File: src/rtl/prog_counter_fetch_if.sv
// prog_counter_fetch_if: decoder-side control and fetch status bundle for the PC sequencer
interface prog_counter_fetch_if #(
    parameter int PC_W  = 10,
    parameter int CNT_W = 16
);
    logic             start;
    logic             jump;
    logic             branch_en;
    logic             taken;
    logic [1:0]       targ_sel;
    logic             ack;
    logic [PC_W-1:0]  prog_ctr;
    logic             running;
    logic             done;
    logic [CNT_W-1:0] cycle_cnt;

    modport master (
        output start, jump, branch_en, taken, targ_sel, ack,
        input  prog_ctr, running, done, cycle_cnt
    );

    modport slave (
        input  start, jump, branch_en, taken, targ_sel, ack,
        output prog_ctr, running, done, cycle_cnt
    );
endinterface

File: src/rtl/prog_counter_fetch.sv
// prog_counter_fetch: PC/fetch sequencer with constant target LUT, run handshake and cycle counter
module prog_counter_fetch #(
    parameter int              PC_W  = 10,
    parameter int              CNT_W = 16,
    parameter logic [PC_W-1:0] TARG0 = '0,
    parameter logic [PC_W-1:0] TARG1 = '0,
    parameter logic [PC_W-1:0] TARG2 = '0,
    parameter logic [PC_W-1:0] TARG3 = '0
) (
    input logic                 clk,
    input logic                 rst,
    prog_counter_fetch_if.slave bus
);
    typedef enum logic [1:0] {IDLE, RUN, HALT} state_t;

    state_t           state;
    logic [PC_W-1:0]  pc;
    logic [PC_W-1:0]  targ;
    logic [PC_W-1:0]  pc_next;
    logic [CNT_W-1:0] cnt;
    logic             running;
    logic             done;

    // Entries double as absolute jump targets and two's-complement branch offsets
    always_comb begin
        targ    = bus.targ_sel == 2'd0 ? TARG0 :
                  bus.targ_sel == 2'd1 ? TARG1 :
                  bus.targ_sel == 2'd2 ? TARG2 : TARG3;
        pc_next = bus.ack                       ? pc :
                  bus.jump                      ? targ :
                  (bus.branch_en && bus.taken)  ? pc + targ : pc + 1'b1;
    end

    always_ff @(posedge clk) begin
        if (rst) begin
            state   <= IDLE;
            pc      <= '0;
            cnt     <= '0;
            running <= 1'b0;
            done    <= 1'b0;
        end else begin
            case (state)
                IDLE: if (bus.start) begin
                    state   <= RUN;
                    pc      <= '0;
                    cnt     <= '0;
                    running <= 1'b1;
                end
                RUN: begin
                    pc  <= pc_next;
                    cnt <= &cnt ? cnt : cnt + 1'b1;
                    if (bus.ack) begin
                        state   <= HALT;
                        running <= 1'b0;
                        done    <= 1'b1;
                    end
                end
                HALT: if (bus.start) begin
                    state   <= RUN;
                    pc      <= '0;
                    cnt     <= '0;
                    running <= 1'b1;
                    done    <= 1'b0;
                end
                default: state <= IDLE;
            endcase
        end
    end

    assign bus.prog_ctr  = pc;
    assign bus.cycle_cnt = cnt;
    assign bus.running   = running;
    assign bus.done      = done;
endmodule

File: src/flat_wrapper.sv
// flat-port wrapper written by rule: the top's interface ports become plain ports
module prog_counter_fetch_flat 
#(
    parameter int              PC_W  = 10,
    parameter int              CNT_W = 16,
    parameter logic [PC_W-1:0] TARG0 = '0,
    parameter logic [PC_W-1:0] TARG1 = '0,
    parameter logic [PC_W-1:0] TARG2 = '0,
    parameter logic [PC_W-1:0] TARG3 = '0
)
  (clk, rst, bus_start, bus_jump, bus_branch_en, bus_taken, bus_targ_sel, bus_ack, bus_prog_ctr, bus_running, bus_done, bus_cycle_cnt);
  prog_counter_fetch_if #(.PC_W(PC_W), .CNT_W(CNT_W)) bus_i ();
  input logic clk;
  input logic rst;
  input wire logic [$bits(bus_i.start)-1:0] bus_start;
  input wire logic [$bits(bus_i.jump)-1:0] bus_jump;
  input wire logic [$bits(bus_i.branch_en)-1:0] bus_branch_en;
  input wire logic [$bits(bus_i.taken)-1:0] bus_taken;
  input wire logic [$bits(bus_i.targ_sel)-1:0] bus_targ_sel;
  input wire logic [$bits(bus_i.ack)-1:0] bus_ack;
  output wire logic [$bits(bus_i.prog_ctr)-1:0] bus_prog_ctr;
  output wire logic [$bits(bus_i.running)-1:0] bus_running;
  output wire logic [$bits(bus_i.done)-1:0] bus_done;
  output wire logic [$bits(bus_i.cycle_cnt)-1:0] bus_cycle_cnt;
  assign bus_i.start = bus_start;
  assign bus_i.jump = bus_jump;
  assign bus_i.branch_en = bus_branch_en;
  assign bus_i.taken = bus_taken;
  assign bus_i.targ_sel = bus_targ_sel;
  assign bus_i.ack = bus_ack;
  assign bus_prog_ctr = bus_i.prog_ctr;
  assign bus_running = bus_i.running;
  assign bus_done = bus_i.done;
  assign bus_cycle_cnt = bus_i.cycle_cnt;
  prog_counter_fetch #(.PC_W(PC_W), .CNT_W(CNT_W), .TARG0(TARG0), .TARG1(TARG1), .TARG2(TARG2), .TARG3(TARG3)) u_core (.clk(clk), .rst(rst), .bus(bus_i));
endmodule
File: config.mk
export PLATFORM = sky130hd
export DESIGN_NAME = prog_counter_fetch_flat
export DESIGN_NICKNAME = d
export VERILOG_FILES = /design/src/rtl/prog_counter_fetch_if.sv /design/src/rtl/prog_counter_fetch.sv /design/src/flat_wrapper.sv
export SDC_FILE = /design/constraint.sdc
export NUM_CORES = 1
export LEC_CHECK = 0
export CORE_UTILIZATION = 30
export DETAILED_ROUTE_END_ITERATION = 12
export SLEW_MARGIN = 20
export SYNTH_ARGS = -nofsm -noshare
export SYNTH_HDL_FRONTEND = slang
export SYNTH_SLANG_ARGS = --single-unit
File: constraint.sdc
create_clock -name clk -period 1.6 [get_ports clk]
set_input_delay 0.4 -clock clk [delete_from_list [all_inputs] [get_ports clk]]
set_output_delay 0.4 -clock clk [all_outputs]
set_load 0.05 [all_outputs]
==> impl_results.md <==
- Layout area overhead: 82.2%
- # DRC: 0
- RSZ-0062 raised after global routing: yes
- WL per Instance: 14.4 um
- Worst Path Required: ~1.8 ns
- # H-tree levels: 2
- Final Max Slew Viols: 0
- Clock Latency Late Sink: around 0.29 ns
- WHS: about 0.52 ns
- Worst reg2reg startpoint: u_core.state[1]
- Vias in the first global route: between 1,500 and 2,000
- Highest metal used: met4
- Core area: around 0.0055 mm^2
- Area of the mapped netlist: between 0.0015 and 0.002 mm^2
- Vias per inst: 5.39
- Async SR Flop Fraction: 0%
- Num rows: 27
- Worst Slack Setup Final: between 0.02 and 0.025 ns
- Startpoint Class: flip-flop
- Post-Route M1 WL: roughly 2.2 mm
- Final core area utilization: between 50% and 60%
- Syn_area_per_cell: about 8 um^2
- Sequential share of the synthesized area: 35.3%
- Crit-path max FO: 4
- Status: finished, final reports clean
- Share of layout cells above drive strength 1: a little under half
- Tightest Pin Transition: roughly 0.48 ns
- Total GRT Usage: 18.9%
- DP HPWL: about 3.8 mm
- Antenna diodes: 0
- Largest net degree at the start of global routing: 12
- Period utilization: between 90% and 100%
- Top cell type's share of synthesized area: 35.3%
- FF-to-FF path depth: 5
- Layout Nets: between 300 and 400
- Fin Setup TNS: 0 ns
- Initial antenna violation count: 0
- CTS Buffer Depth: 2
- Non-filler instance count after layout: 368
- Router iterations before antenna repair: 5
- Post-Syn Instances: ~210
- Met3 WL post-DR: roughly 270 um
- Final Hold Vio Count: 0
- Setup Skew: ~0.005 ns
- Placed insts: roughly 350
- Die height: slightly below 80 um
- Post-synth top area cell: dfxtp_1
- CP Capture Type: flip-flop
- Pre-CTS setup slack: -0.489 ns
- Flops & latches, synth: 30
- Post-synth EDFFs: 0
- Count of final setup violators: 0
- Vias: between 1,500 and 2,000
- Crit path from: u_core.state[1]
- GPL Wtd Cong: about 0.8
- I/O Buffers: 34
- Leak: roughly 1.2 nW
- Initial core utilization: 31.1%
- Hold Path Class: reg2reg
- Worst-path clk slew: around 0.070 ns
- Main synth FF type: dfxtp_1
- Drt initial violations: roughly 170
- FF-to-FF setup slack: between 0.02 and 0.025 ns
- Total power draw: around 1.9 mW
- Distinct cell type count after synthesis: 50
- First-pass GRT wire length: 8.96 mm
- WL final: 5.29 mm
- Synth warn: 0
- Largest cells by area after synthesis: dfxtp_1, a21oi_1, nand2_1, nand3_1, nor4_1
- CTS sink cnt: 30
- Max IR drop VDD: between 0.4 and 0.5 mV
- Finished Cell Area: 0.00310 mm^2
- Achievable clock frequency: roughly 630 MHz
- # IOs: 37
- Die width: 77.3 um
- Crit path time final: 1.58 ns
- Placed cell areas: roughly 0.0028 mm^2
- Worst Setup EP: u_core.bus.cycle_cnt[12]
- Net Count, Synth: 220
- RR Endpoint: u_core.bus.cycle_cnt[12]
- Critical Path AT: 1.80 ns
- Num CTS Buffers: 5
- Max-slew headroom: 67.5%
- Kind of critical path: reg2reg
- Global route overflow: 0
- Die area: 0.00597 mm^2
- Number of routed nets with antenna violations: 0
- Pwr dens: approximately 620 mW/mm^2
- # Max-Cap Violations: 0
- Clock root cell: clkbuf_8
- CTS tree: done
- Metal2 WL: between 2 and 3 mm
## area by class of cell
cell class	instances	area (um^2)
clock buffers	8	133
fillers	482	2370
inverters	10	37.5
multi-input cells	160	1140
flip-flops and latches	30	654
well taps	72	90.1
repair buffers	88	1040
## flip-flops by register name, summed over array words and instances (netlist names)
register / cells
u_core.bus.cycle_cnt: 16
u_core.bus.prog_ctr: 10
u_core.state: 2
u_core.bus.done: 1
u_core.bus.running: 1
## Yosys cell counts (3+ instances only)
| library cell | count |
|---|---|
| a211oi_1 | 3 |
| a21oi_1 | 17 |
| a32oi_1 | 4 |
| buf_2 | 3 |
| clkbuf_1 | 6 |
| dfxtp_1 | 30 |
| inv_1 | 9 |
| mux2i_1 | 3 |
| nand2_1 | 19 |
| nand2b_1 | 4 |
| nand3_1 | 14 |
| nor2_1 | 11 |
| nor2b_1 | 6 |
| nor3_1 | 4 |
| nor4_1 | 9 |
| o21ai_0 | 10 |
| o32ai_1 | 3 |
| or3_1 | 7 |
| or4_1 | 3 |
## power breakdown
group	internal, mW	switching, mW
sequential	0.744	0.0191
combinational	0.153	0.154
clock	0.538	0.306
total	1.44	0.480
## kinds of logic after synthesis
logic type | after synthesis | synth area share (%)
AO/OA/AOI/OAI | 60 | 23.6
XOR/XNOR | 1 | 0.515
adder cells (fa/ha/maj) | 2 | 1.47
buffers and inverters | 19 | 4.41
flip-flops | 30 | 35.3
multiplexers | 3 | 1.77
AND/OR/NAND/NOR | 94 | 32.9
## layer usage
metal | up-vias | GRT usage [%]
li1 | 968 | -
met1 | 933 | 22.6
met2 | 76 | 32.8
met3 | 8 | 4.40
met4 | 0 | 6.60
met5 | - | 0
## cell usage in the layout (no fill, tap or decap), types with 3 or more instances in the layout
cell type and n:
buf_4 48, buf_12 28, nand2_1 18, a21oi_1 15
nand3_1 12, nor2_1 11, dfxtp_4 11, dfxtp_2 10
inv_1 9, dfxtp_1 9, nor4_1 8, o21ai_0 8
or3_1 7, nor2b_1 6, clkbuf_8 6, buf_6 6
a32oi_1 4, nor3_1 4, nand2b_1 4, mux2i_1 3
o32ai_1 3, a211oi_1 3, dlygate4sd2_1 3, clkdlybuf4s50_1 3
## worst min-delay path by stage
stage | startpoint | cells after the start | slack [ns] | endpoint
final | u_core.bus.prog_ctr[4] | 2 | 0.52 | u_core.bus.prog_ctr[4]
after global routing | u_core.bus.prog_ctr[4] | 2 | 0.53 | u_core.bus.prog_ctr[4]
after CTS | u_core.bus.prog_ctr[1] | 2 | 0.50 | u_core.bus.prog_ctr[1]
after detailed placement | u_core.bus.prog_ctr[1] | 2 | 0.49 | u_core.bus.prog_ctr[1]
after global placement | u_core.bus.prog_ctr[1] | 2 | 0.48 | u_core.bus.prog_ctr[1]
after floorplan | bus_ack | 2 | 0.56 | u_core.state[1]
## critical path, stage by stage, from the launching register on
cell and delay (ns):
dfxtp_4 0.37, buf_6 0.13, or3b_4 0.39, nor4_4 0.29, a21boi_2 0.21, a2bb2oi_2 0.13
## what timing repair did
item,4_1_cts,5_1_grt
gates resized for setup,16,21
pin swaps,4,7
setup endpoints to repair,21,20
setup buffers,7,1
hold buffers,0,0
No activity file was read; power rests on OpenSTA's default activity.
